==> src/rtl/control_unit.sv <==
// Multi-cycle sequencer for the executee datapath.
// Fetch, decode, execute, memory and branch phases driven from irout and flags.
module control_unit #(
  parameter logic [3:0] ALU_PASSB = 4'h7
) (
  input  logic        clk,
  input  logic        rst,
  input  logic [15:0] irout,
  input  logic        C,
  input  logic        N,
  input  logic        Z,
  input  logic        mem_ready,
  output logic        en,
  output logic        sel,
  output logic        pc_sel,
  output logic        pc_load,
  output logic        pc_inc,
  output logic        ir_load,
  output logic        add_sel,
  output logic [2:0]  write_add,
  output logic [2:0]  fir_add,
  output logic [2:0]  sec_add,
  output logic [3:0]  opcode,
  output logic        mem_rd,
  output logic        mem_wr,
  output logic        halted
);

  typedef enum logic [2:0] {
    IDLE, FETCH, DECODE, EXEC, MEM, BRANCH, HALT
  } state_t;

  state_t     state;
  logic [3:0] op;
  logic       is_alu;
  logic       is_mem;
  logic       is_hlt;
  logic       unused;

  assign op     = irout[15:12];
  assign is_alu = ~op[3];
  assign is_mem = (op == 4'h8) || (op == 4'h9);
  assign is_hlt = (op == 4'hF);
  // low IR bits only carry the branch offset, which the datapath consumes
  assign unused = ^irout[2:0];

  always_ff @(posedge clk) begin
    if (!rst) begin
      state <= IDLE;
    end else begin
      case (state)
        IDLE:   state <= FETCH;
        FETCH:  if (mem_ready) state <= DECODE;
        DECODE: begin
          unique case (1'b1)
            is_alu:  state <= EXEC;
            is_mem:  state <= MEM;
            is_hlt:  state <= HALT;
            default: state <= BRANCH;
          endcase
        end
        EXEC:   state <= FETCH;
        MEM:    if (mem_ready) state <= FETCH;
        BRANCH: state <= FETCH;
        HALT:   state <= HALT;
        default: state <= IDLE;
      endcase
    end
  end

  always_comb begin
    en        = 1'b0;
    sel       = 1'b0;
    pc_sel    = 1'b0;
    pc_load   = 1'b0;
    pc_inc    = 1'b0;
    ir_load   = 1'b0;
    add_sel   = 1'b0;
    write_add = 3'd0;
    fir_add   = 3'd0;
    sec_add   = 3'd0;
    opcode    = 4'd0;
    mem_rd    = 1'b0;
    mem_wr    = 1'b0;
    halted    = 1'b0;
    if (state != IDLE && state != HALT) begin
      write_add = irout[11:9];
      fir_add   = irout[8:6];
      sec_add   = irout[5:3];
    end
    case (state)
      FETCH: begin
        mem_rd  = 1'b1;
        ir_load = mem_ready;
        pc_inc  = mem_ready;
      end
      EXEC: begin
        opcode = op;
        en     = 1'b1;
      end
      MEM: begin
        add_sel = 1'b1;
        if (op == 4'h9) begin
          mem_wr = 1'b1;
          opcode = ALU_PASSB;
        end else begin
          mem_rd = 1'b1;
          sel    = mem_ready;
          en     = mem_ready;
        end
      end
      BRANCH: begin
        case (op)
          4'hA: pc_load = 1'b1;
          4'hB: pc_load = Z;
          4'hC: pc_load = N;
          4'hD: pc_load = C;
          4'hE: begin
            opcode  = ALU_PASSB;
            pc_sel  = 1'b1;
            pc_load = 1'b1;
          end
          default: pc_load = 1'b0;
        endcase
      end
      HALT: halted = 1'b1;
      default: ;
    endcase
  end

endmodule

==> config.mk <==
export PLATFORM = sky130hd
export DESIGN_NAME = control_unit
export DESIGN_NICKNAME = d
export VERILOG_FILES = /design/src/rtl/control_unit.sv
export SDC_FILE = /design/constraint.sdc
export NUM_CORES = 1
export LEC_CHECK = 0
export CAP_MARGIN = 20
export CORE_ASPECT_RATIO = 1.2
export CORE_MARGIN = 1
export CORE_UTILIZATION = 28
export CTS_CLUSTER_DIAMETER = 120
export CTS_CLUSTER_SIZE = 14
export DETAILED_ROUTE_END_ITERATION = 6
export PLACE_DENSITY = 0.86
export SETUP_SLACK_MARGIN = 0.05
export SYNTH_ARGS = -nofsm -noshare
export SYNTH_HDL_FRONTEND = slang
export SYNTH_SLANG_ARGS = --single-unit
==> constraint.sdc <==
create_clock -name clk -period 1.5 [get_ports clk]
set_input_delay 0.3 -clock clk [delete_from_list [all_inputs] [get_ports clk]]
set_output_delay 0.3 -clock clk [all_outputs]
set_load 0.05 [all_outputs]
==> summary.txt, run 1 <==
Setup path
  – R2R Setup Slk: -0.08 ns
  – WP data arrival: ~1.6 ns
  – Crit-path max FO: 4
  – CP Class: flip-flop to output pin
  – Crit start category: flip-flop
  – Critical Path End Type: output pin
  – RR Endpoint: state[2]
  – CP Data Required Time: 1.20 ns
  – Worst r2r src: state[2]
  – R2R cell count: 8

Synth
  – Most common cell in the netlist: nor2b_1
  – Share of the synthesized area in the top cell type: 15.6%
  – Commonest cells post-synth: nor2b_1 (11), o21ai_0 (5), nor2_1 (4)
  – Seq cells post-synth: 3
  – Yosys cell types: 33
  – Top FF cell, synth: dfxtp_1
  – Mapped Area: 442 sq um
  – Largest cells by area after synthesis: nor2b_1 (16%), dfxtp_1 (14%), o21ai_0 (5.7%)
  – Warnings, synthesis: 0
  – Area leader, netlist: nor2b_1
  – Post-Syn Instances: 59
  – Post-Syn Area per Cell: 7.49 sq um
  – Seq/Total Area, Yosys: 13.6%
  – FFs w/ async S/R, synth: 0%
  – Post-synth EDFFs: 0
  – Post-Syn Nets: between 80 and 90

STA
  – Setup violations, final: 24
  – Sum Neg Setup Slack: -5.56 ns
  – Setup ws final: -0.392 ns
  – Max Freq: 528 MHz
  – Final slew viol count: 0
  – Final number of hold-violating endpoints: 0
  – Worst-margin pin slew: 0.316 ns
  – Clock skew: 0.00844 ns
  – Slew HR: 78.9%
  – Clock period minus worst slack: roughly 1.9 ns
  – Tcrit/Tclk final: 126%
  – RSZ-0062 raised after global routing: yes

Routing
  – Post-Route WL: 3030 um
  – Routed vias: approximately 780
  – Routed vias/inst: 5.54
  – Post-DRT Antenna Nets: 0
  – Iteration count of the initial detailed-routing pass: 4
  – Metal-1 WL: 938 um
  – Wire per inst: 21.7 um
  – Routed wire length on met3: 297 um
  – Top sig layer: met4
  – Post-route DRC: 0
  – WL met2: ~1700 um
  – Starting DRT DRC Count: 23

Placed design
  – Final Wtd Congestion: between 0.7 and 0.8
  – Placed Area: between 1000 and 1500 sq um
  – IO Port Bufs: 41
  – Hpwl dp: 1500 um

Global route
  – Antenna violations before repair: 0
  – Pin count of the biggest net entering global routing: 10
  – GRT Total Usage: about 27%
  – GRT Residual Overflow: 0
  – Vias in the first global route: 685
  – First-pass GRT wire length: 3150 um

Cells and area
  – Layout cell share with drive strength beyond 1: 69.9%
  – Post-route cell area: 1390 sq um
  – Biggest register: state
  – Fin nets: 146
  – Ant diodes: 0
  – Max reg flops: 3
  – Area growth syn-to-layout: 215%
  – Fillers: 27
  – Largest registers: state: 3 flops

Run status
  – Failing checks: negative setup slack
  – Status: complete, but fails checks

CTS
  – Max clock buf depth: 2
  – CTS tree: built
  – Num CTS Buffers: 3
  – Clk_lat worst skew: 0.24 ns
  – CTS root buffer: clkbuf_4
  – Number of buffers inserted by hold repair at cts: 0
  – Num Clock Sinks: 3
  – Worst-path clk slew: about 0.040 ns
  – # H-tree levels: 1

Floorplan
  – Starting Density: a little under a third
  – Die height: 45.5 um
  – Std cell rows: 15
  – I/O pins: 45
  – Core box area: 1450 sq um
  – Die outline width: 38.3 um
  – Die area: 1740 sq um

Run
  – Max-Cap Viols: 0

Hold path
  – Hold Path Sink: state[0]
  – Hold Path Class: flip-flop to flip-flop
  – Hold_sp: state[2]
  – Hold Path Stages: 2

Power and ir drop
  – Max IR drop VDD: ~0.00040 V
  – Pwr/cell area: 485 nW/um^2
  – Leakage: 0.000595 uW
final cells by class:
type | count | area, sq um | share of cell area (%)
Sequential cell | 3 | 68.8 | 4.94
Timing Repair Buffer | 63 | 746 | 53.5
Tap cell | 17 | 21.3 | 1.53
Clock buffer | 4 | 26.3 | 1.89
Multi-Input combinational cell | 49 | 505 | 36.3
Inverter | 4 | 25.0 | 1.80
cells in the final DEF, fill, tap and decap left out, drive strengths merged:
cell	synthesis	layout
nand3b	1	1
xor2	1	1
o32ai	1	1
and3	2	2
and4bb	1	1
and2	1	1
a21oi	2	2
a31oi	1	1
clkdlybuf4s50	0	13
nand4b	1	1
and3b	2	2
a221oi	1	1
nand2b	1	1
a21o	3	3
inv	4	4
buf	3	45
nor2b	11	11
o21bai	1	1
dfxtp	3	3
dlygate4sd2	0	3
nand3	1	1
o21a	1	1
or2	1	1
or2b	1	1
or3b	1	1
clkbuf	1	4
clkdlybuf4s15	0	2
o21ai	5	5
nor2	4	5
nand4bb	1	1
nor3	1	1
nand2	2	2
per-stage QoR:
stage | setup WS (ns) | util [%] | total power, uW | hold slack, ns | cells
6_report | -0.392 | 96.4 | 675 | 0.643 | 140
5_1_grt | -0.428 | 96.4 | 699 | 0.634 | 140
4_1_cts | -0.334 | 88.7 | 613 | 0.599 | 137
3_5_place_dp | -0.526 | 79.6 | 450 | 0.653 | 130
3_3_place_gp | -0.458 | 79.6 | 441 | 0.641 | 130
2_1_floorplan | -0.290 | - | 289 | 0.418 | 59
cell families (layout without fill, tap and decap cells):
group / count (synthesis) / count (layout) / synth area share, %
flops: 3 / 3 / 13.6
buf+inv: 8 / 71 / 10.5
xor+xnor: 1 / 1 / 1.98
simple gates: 32 / 33 / 50.4
compound gates: 15 / 15 / 23.5
timing repair:
item / 4_1_cts / 5_1_grt
cloned: 0 / 1
pin swaps: 11 / 10
setup endpoints to repair: 23 / 23
hold endpoints to repair: 0 / 0
setup buffers: 4 / 5
gates resized for setup: 31 / 25
worst max-delay path: stages, from the launching register on:
cell and delay [ns]:
dfxtp_4 0.38, buf_6 0.10, nand4b_1 0.17, o32ai_4 0.39, a21o_2 0.18, buf_12 0.14
power breakdown:
| group | total, uW | internal, uW | switching (uW) |
|---|---|---|---|
| registers | 90.8 | 83.2 | 7.59 |
| logic | 435 | 196 | 239 |
| clock network | 150 | 100 | 49.7 |
routing by layer:
| metal | global-route usage (%) | up-vias |
|---|---|---|
| met5 | 0 | - |
| met4 | 10.7 | 0 |
| met3 | 8.33 | 10 |
| met2 | 52.5 | 69 |
| met1 | 24.7 | 356 |
| li1 | - | 340 |
how the worst max path moves through the flow:
stage | from | endpoint | slack, ns | depth (start not counted)
finish | state[2] | opcode[1] | -0.39 | 5
global placement | irout[15] | opcode[1] | -0.46 | 5
detailed placement | irout[13] | opcode[1] | -0.53 | 6
CTS | state[2] | opcode[1] | -0.33 | 4
global route | state[2] | opcode[1] | -0.43 | 5
floorplan | state[0] | en | -0.29 | 5
Power figures use the tool's default switching activity.
==> run 2, diff against run 1 <==
Settings changed: PLACE_DENSITY 0.86 to 0.74.
==> run 2 against run 1 <==
The run now fails in 4_1_cts; synthesized cell count unchanged; synthesized area unchanged.
==> summary.txt, run 2 <==
Run status
  – Status: aborted with a tool error
  – Failing step: 4_1_cts
  – Err: [ERROR DPL-0033] detailed placement checks failed during check placement.

Synth
  – Seq cells post-synth: 3
  – Synth Area in XOR/XNOR: 1.98%
  – Warnings, synthesis: 0
  – Commonest cells post-synth: nor2b_1 (11), o21ai_0 (5), nor2_1 (4)
  – Post-synth EDFFs: 0
  – Post-Syn Instances: 59
  – Top FF cell, synth: dfxtp_1
  – Mux cell area share after synthesis: 0%
  – Seq/Total Area, Yosys: 13.6%
  – Post-Syn Area per Cell: between 7 and 8 sq um
  – Post-Syn Nets: 81
  – Yosys cell types: 33
  – Most common cell in the netlist: nor2b_1
  – Share of the synthesized area in the top cell type: 15.6%
  – Area leader, netlist: nor2b_1
  – Post-Synth Simple-Gate Area: 50.4%
  – Compound-Gate Fraction of Synth Area: 23.5%
  – FFs w/ async S/R, synth: 0%
  – Largest cells by area after synthesis: nor2b_1 (16%), dfxtp_1 (14%), o21ai_0 (5.7%)
  – Synthesized-area fraction occupied by adder cells: 0%
  – Largest family of logic cells by synthesized area: simple AND/OR/NAND/NOR gates
  – Mapped Area: 442 sq um

Floorplan
  – Starting Density: 30.6%
  – I/O pins: between 40 and 50
  – Die height: about 46 um
  – Std cell rows: 15
  – Die outline width: about 38 um

CTS
  – # H-tree levels: 1
  – Num Clock Sinks: 3
  – Number of buffers inserted by hold repair at cts: 0
  – CTS-repair resized insts: 60
  – CTS root buffer: clkbuf_4
  – Post-CTS setup buffer count: 8
  – Num CTS Buffers: 3
  – Max clock buf depth: 2

Placed design
  – Final Wtd Congestion: 0.782
  – DP Worst Slack: -0.511 ns
  – Hpwl dp: 1410 um
  – IO Port Bufs: between 40 and 50
  – Placed Area: 1160 sq um
  – Dpl cells: 132
-- run 2: cell counts after synthesis --
No cell type changed its count.
-- run 2: cells by family after synthesis --
group                     after synthesis
xor gates and xnor gates                1
and+or+nand+nor                        32
DFF                                     3
AOI/OAI and AO/OA                      15
buffers and inverters                   8
-- run 2: through the flow --
stage               TNS, ns  hold slack [ns]
floorplan             -2.78            0.418
global placement      -5.50            0.651
detailed placement    -6.46            0.660
==> run 3, diff against run 2 <==
Settings changed: CORE_AREA set to 2 2 63 65, CORE_ASPECT_RATIO 1.2 to not set, CORE_MARGIN 1 to not set, CORE_UTILIZATION 28 to not set, CTS_CLUSTER_DIAMETER 120 to not set, CTS_CLUSTER_SIZE 14 to not set, DIE_AREA set to 0 0 65 67, PLACE_DENSITY 0.74 to not set, PLACE_DENSITY_LB_ADDON set to 0.15, SETUP_SLACK_MARGIN 0.05 to not set.
==> run 3 against run 2 <==
The flow now finishes, with violations (negative setup slack).
==> summary.txt, run 3 (synthesized netlist as in run 1, its figures left out) <==
Routing
  – Post-Route WL: slightly above 2000 um
  – Routed vias: 714
  – Iteration count of the initial detailed-routing pass: 4
  – Post-route DRC: 0
  – Post-DRT Antenna Nets: 0
  – Wire per inst: 11.5 um
  – Routed vias/inst: ~4
  – Starting DRT DRC Count: 10

Cells and area
  – Area growth syn-to-layout: 263%
  – Commonest non-fill, non-tap cells in the layout: buf_6 (24), buf_12 (14), buf_4 (14)
  – Fin nets: 154
  – Layout cell share with drive strength beyond 1: 75.6%
  – Ant diodes: 0
  – Biggest register: state
  – Final cell count without fillers: 179
  – FF+latch area: about 70 sq um
  – Multi-input logic area: 537 sq um
  – Max reg flops: 3
  – Leading cell type in the layout, fill and taps excluded: buf_6
  – Fillers: 362
  – Largest registers: state: 3 flops

STA
  – Clock skew: 0.000703 ns
  – Tcrit/Tclk final: 120%
  – Setup ws final: -0.295 ns
  – Final number of hold-violating endpoints: 0
  – Final slew viol count: 0
  – Clock period minus worst slack: between 1.5 and 2 ns
  – Max Freq: around 560 MHz
  – Worst-margin pin slew: 0.255 ns
  – RSZ-0062 raised after global routing: yes
  – Slew HR: 82.8%
  – Setup violations, final: 23

Floorplan
  – Core box area: 3610 sq um
  – Die area: 4360 sq um
  – Die outline width: 65 um
  – Std cell rows: 22
  – I/O pins: 45
  – Die height: between 60 and 70 um
  – Starting Density: 12.2%

CTS
  – CTS tree: built
  – CTS root buffer: clkbuf_8
  – Worst-path clk slew: approximately 0.03 ns
  – Clk_lat worst skew: 0.21 ns
  – Max clock buf depth: 2
  – # H-tree levels: 1
  – Num CTS Buffers: 3
  – Num Clock Sinks: 3

Setup path
  – Crit start category: flip-flop
  – Slowest stage delay, CP: 0.45 ns
  – CP Class: flip-flop to output pin
  – Cell Chain, Critical Path: or3b_4 > o32ai_2 > buf_4 > a21o_4 > buf_12
  – CP Data Required Time: about 1.2 ns
  – WP data arrival: around 1.5 ns
  – Crit-path max FO: 4
  – Critical Path End Type: output pin
  – Worst path slowest cell: or3b_4

Power and ir drop
  – Sw power: 295 uW
  – Max IR drop VDD: 0.000199 V
  – Leakage: 0.000697 uW
  – P_int: 505 uW
  – Pwr/cell area: 499 nW/um^2
  – Sw frac: between 30% and 40%
  – Flop pwr share: 11.1%
  – Clock share of power: 29.2%
  – Comb pwr share: roughly 60%

Run status
  – Status: complete, but fails checks
  – Failing checks: negative setup slack

Placed design
  – Final Wtd Congestion: 0.726
  – Dpl cells: roughly 160
  – IO Port Bufs: 41
  – Hpwl dp: around 1500 um
  – DP Worst Slack: -0.467 ns

Global route
  – GRT Residual Overflow: 0
  – Pin count of the biggest net entering global routing: 10
  – GRT Total Usage: 9.40%
  – Antenna violations before repair: 0
  – First-pass GRT wire length: roughly 3100 um
  – Vias in the first global route: approximately 700

Hold path
  – Hold Path Class: primary input to flip-flop

Run
  – Max-Cap Viols: 0
[run 3: timing repair]
action / 4_1_cts / 5_1_grt
endpoints found under the setup margin: 23 / 24
hold endpoints to repair: 0 / 0
pin swaps: 13 / 5
setup buffers: 11 / 5
hold buffers: 0 / 0
gates resized for setup: 60 / 21
[run 3: final timing paths]
path | start | end | slack (ns) | cells past startpoint
setup / recovery | state[0] | opcode[2] | -0.30 | 5
hold reg to reg | state[0] | state[2] | 0.72 | 2
setup reg to reg | state[2] | state[0] | 0.06 | 7
hold / removal | mem_ready | state[0] | 0.66 | 3
[run 3: layout make-up]
type                       count  share of cell area [%]
timing repair buffer          72                    54.1
multi-input combinational     48                    33.5
sequential                     3                    4.30
tap                           48                    3.75
clock buffer                   4                    2.81
inverter                       4                    1.56
[run 3: power by group through the flow]
stage          Combinational (uW)  Sequential (uW)  Clock [uW]
4_1_cts                       418             90.3         237
3_5_place_dp                  359             91.9           0
2_1_floorplan                 201             87.4           0
6_report                      477             89.1         233
3_3_place_gp                  357             92.3           0
5_1_grt                       499             89.6         243
[run 3: through the flow]
| stage | utilization [%] | hold slack, ns | power [uW] | instance area [sq um] | setup TNS [ns] |
|---|---|---|---|---|---|
| after floorplan | - | 0.418 | 289 | 520 | -2.55 |
| after global placement | 33.0 | 0.654 | 449 | 1190 | -6.25 |
| after detailed placement | 33.0 | 0.664 | 451 | 1190 | -6.48 |
| after CTS | 40.7 | 0.657 | 746 | 1470 | -4.26 |
| after global routing | 44.4 | 0.675 | 831 | 1600 | -6.27 |
| final | 44.4 | 0.661 | 799 | 1600 | -5.11 |
[run 3: critical path: cells and delay by family, from the launching register on]
family,cells,cell delay (ns)
compound gates,2,0.21
buf+inv,2,0.29
flops,1,0.33
simple gates,1,0.45
[run 3: layer usage]
metal  up-vias  share of wire (%)  track usage [%]
li1        347                  -                -
met3         2                9.5             2.36
met4         0               0.68             3.99
met1       328                 36             10.2
met5         -                  0                0
met2        37                 53             17.3
==> run 4, diff against run 3 <==
Settings changed: CTS_BUF_LIST set to sky130_fd_sc_hd__clkbuf_8.
==> run 4 against run 3 <==
Sequential power about the same; sequential cell count stayed put; die area unchanged; critical endpoint unchanged; global-route usage is the same; combinational power barely moved; the run still ends with negative setup slack left; critical path depth stayed put; utilization did not move; register-to-register slack about the same.
==> summary.txt, run 4 (synthesized netlist as in run 1, its figures left out) <==
STA
  – Max Freq: 557 MHz
  – Sum Neg Setup Slack: -5.11 ns
  – RSZ-0062 raised after global routing: yes
  – Clock skew: 0.000421 ns
  – Worst-margin pin slew: about 0.25 ns
  – Final number of hold-violating endpoints: 0
  – Setup violations, final: 23
  – Final slew viol count: 0
  – Slew HR: 82.8%
  – Setup ws final: -0.295 ns
  – Tcrit/Tclk final: 120%
  – Clock period minus worst slack: 1.79 ns

Run status
  – Failing checks: negative setup slack
  – Status: complete, but fails checks

CTS
  – # H-tree levels: 1
  – Num Clock Sinks: 3
  – Worst-path clk slew: 0.03 ns
  – CTS root buffer: clkbuf_8
  – Clk_lat worst skew: 0.21 ns
  – CTS tree: built
  – Number of buffers inserted by hold repair at cts: 0
  – Max clock buf depth: 2
  – Num CTS Buffers: 3

Cells and area
  – Biggest register: state
  – Leading cell type in the layout, fill and taps excluded: buf_6
  – Layout cell share with drive strength beyond 1: 75.6%
  – Area growth syn-to-layout: 263%
  – Largest registers: state: 3 flops
  – Post-route cell area: between 1500 and 2000 sq um
  – Commonest non-fill, non-tap cells in the layout: buf_6 (24), buf_12 (14), buf_4 (14)
  – Max reg flops: 3
  – Ant diodes: 0
  – Fillers: between 300 and 400
  – Fin nets: 154

Floorplan
  – I/O pins: 45
  – Die area: 4360 sq um
  – Die height: 67 um
  – Die outline width: 65 um
  – Core box area: 3610 sq um
  – Std cell rows: 22
  – Starting Density: 12.2%

Power and ir drop
  – P_int: approximately 500 uW
  – Leakage: 0.000701 uW
  – Flop pwr share: ~11%
  – Pwr/cell area: around 490 nW/um^2
  – Sw power: 295 uW
  – Clock share of power: between 20% and 30%
  – Comb pwr share: 60.2%
  – Max IR drop VDD: 0.000199 V
  – Sw frac: 37.2%

Routing
  – Iteration count of the initial detailed-routing pass: 4
  – Starting DRT DRC Count: 6
  – Routed vias/inst: 3.98
  – Post-route DRC: 0
  – Routed vias: a little over 700
  – Wire per inst: 11.5 um
  – Post-Route WL: 2070 um
  – Post-DRT Antenna Nets: 0

Global route
  – Vias in the first global route: 687
  – GRT Residual Overflow: 0
  – GRT Total Usage: 9.40%
  – First-pass GRT wire length: roughly 3100 um
  – Pin count of the biggest net entering global routing: 10
  – Antenna violations before repair: 0

Setup path
  – Crit start category: flip-flop
  – Crit-path max FO: 4
  – WP data arrival: between 1 and 1.5 ns
  – Critical Path End Type: output pin
  – CP Data Required Time: 1.20 ns
  – CP Class: flip-flop to output pin

Hold path
  – Hold Path Class: primary input to flip-flop

Placed design
  – Placed Area: 1190 sq um
  – Hpwl dp: 1520 um
  – Final Wtd Congestion: between 0.7 and 0.8
  – IO Port Bufs: 41
  – DP Worst Slack: -0.467 ns

Run
  – Max-Cap Viols: 0
-- run 4: changes by cell type in the layout (fill, tap and decap cells not counted), sizes merged --
cell | before | now
inv | 4 | 5
clkbuf | 4 | 3
-- run 4: worst paths after layout --
path,startpoint,end,slack (ns),depth (start not counted)
worst max-delay path,state[0],opcode[2],-0.29,5
worst max register to register,state[2],state[0],0.06,7
worst min register to register,state[0],state[2],0.72,2
worst min-delay path,mem_ready,state[0],0.66,3
-- run 4: timing repair --
item	CTS	global route
endpoints found under the setup margin	23	24
resized for setup	60	21
endpoints found under the hold margin	0	0
pin swaps	13	5
buffers inserted	11	5
-- run 4: metal layers --
metal / global-route usage (%) / vias to the layer above / part of all wire, %
li1: - / 347 / -
met1: 10.2 / 326 / 37
met2: 17.3 / 37 / 53
met3: 2.36 / 2 / 9.5
met4: 3.99 / 0 / 0.68
met5: 0 / - / 0
-- run 4: metrics by stage --
stage	util, %	power, uW	hold WS [ns]	std cells
3_5_place_dp	33.0	451	0.664	162
3_3_place_gp	33.0	449	0.654	162
6_report	44.4	793	0.662	179
4_1_cts	40.7	739	0.657	175
2_1_floorplan	-	289	0.418	59
5_1_grt	44.4	825	0.675	179
-- run 4: cell type report --
type | instances | area, sq um | area share (%)
clock buffer | 3 | 41.3 | 2.58
clock inverter | 1 | 3.75 | 0.234
inverter | 4 | 25.0 | 1.56
multi-input combinational | 48 | 537 | 33.5
sequential | 3 | 68.8 | 4.30
tap | 48 | 60.1 | 3.75
timing repair buffer | 72 | 866 | 54.1
-- run 4: power by group through the flow --
stage	logic [uW]	registers (uW)	clock network, uW
5_1_grt	499	89.6	237
2_1_floorplan	201	87.4	0
6_report	477	89.1	226
4_1_cts	418	90.2	231
3_3_place_gp	357	92.3	0
3_5_place_dp	359	91.9	0
-- run 4: critical path, cell delays in order, from the launching register on --
cell     delay (ns)
dfxtp_2        0.33
or3b_4         0.45
o32ai_2        0.11
buf_4          0.17
a21o_4         0.10
buf_12         0.12
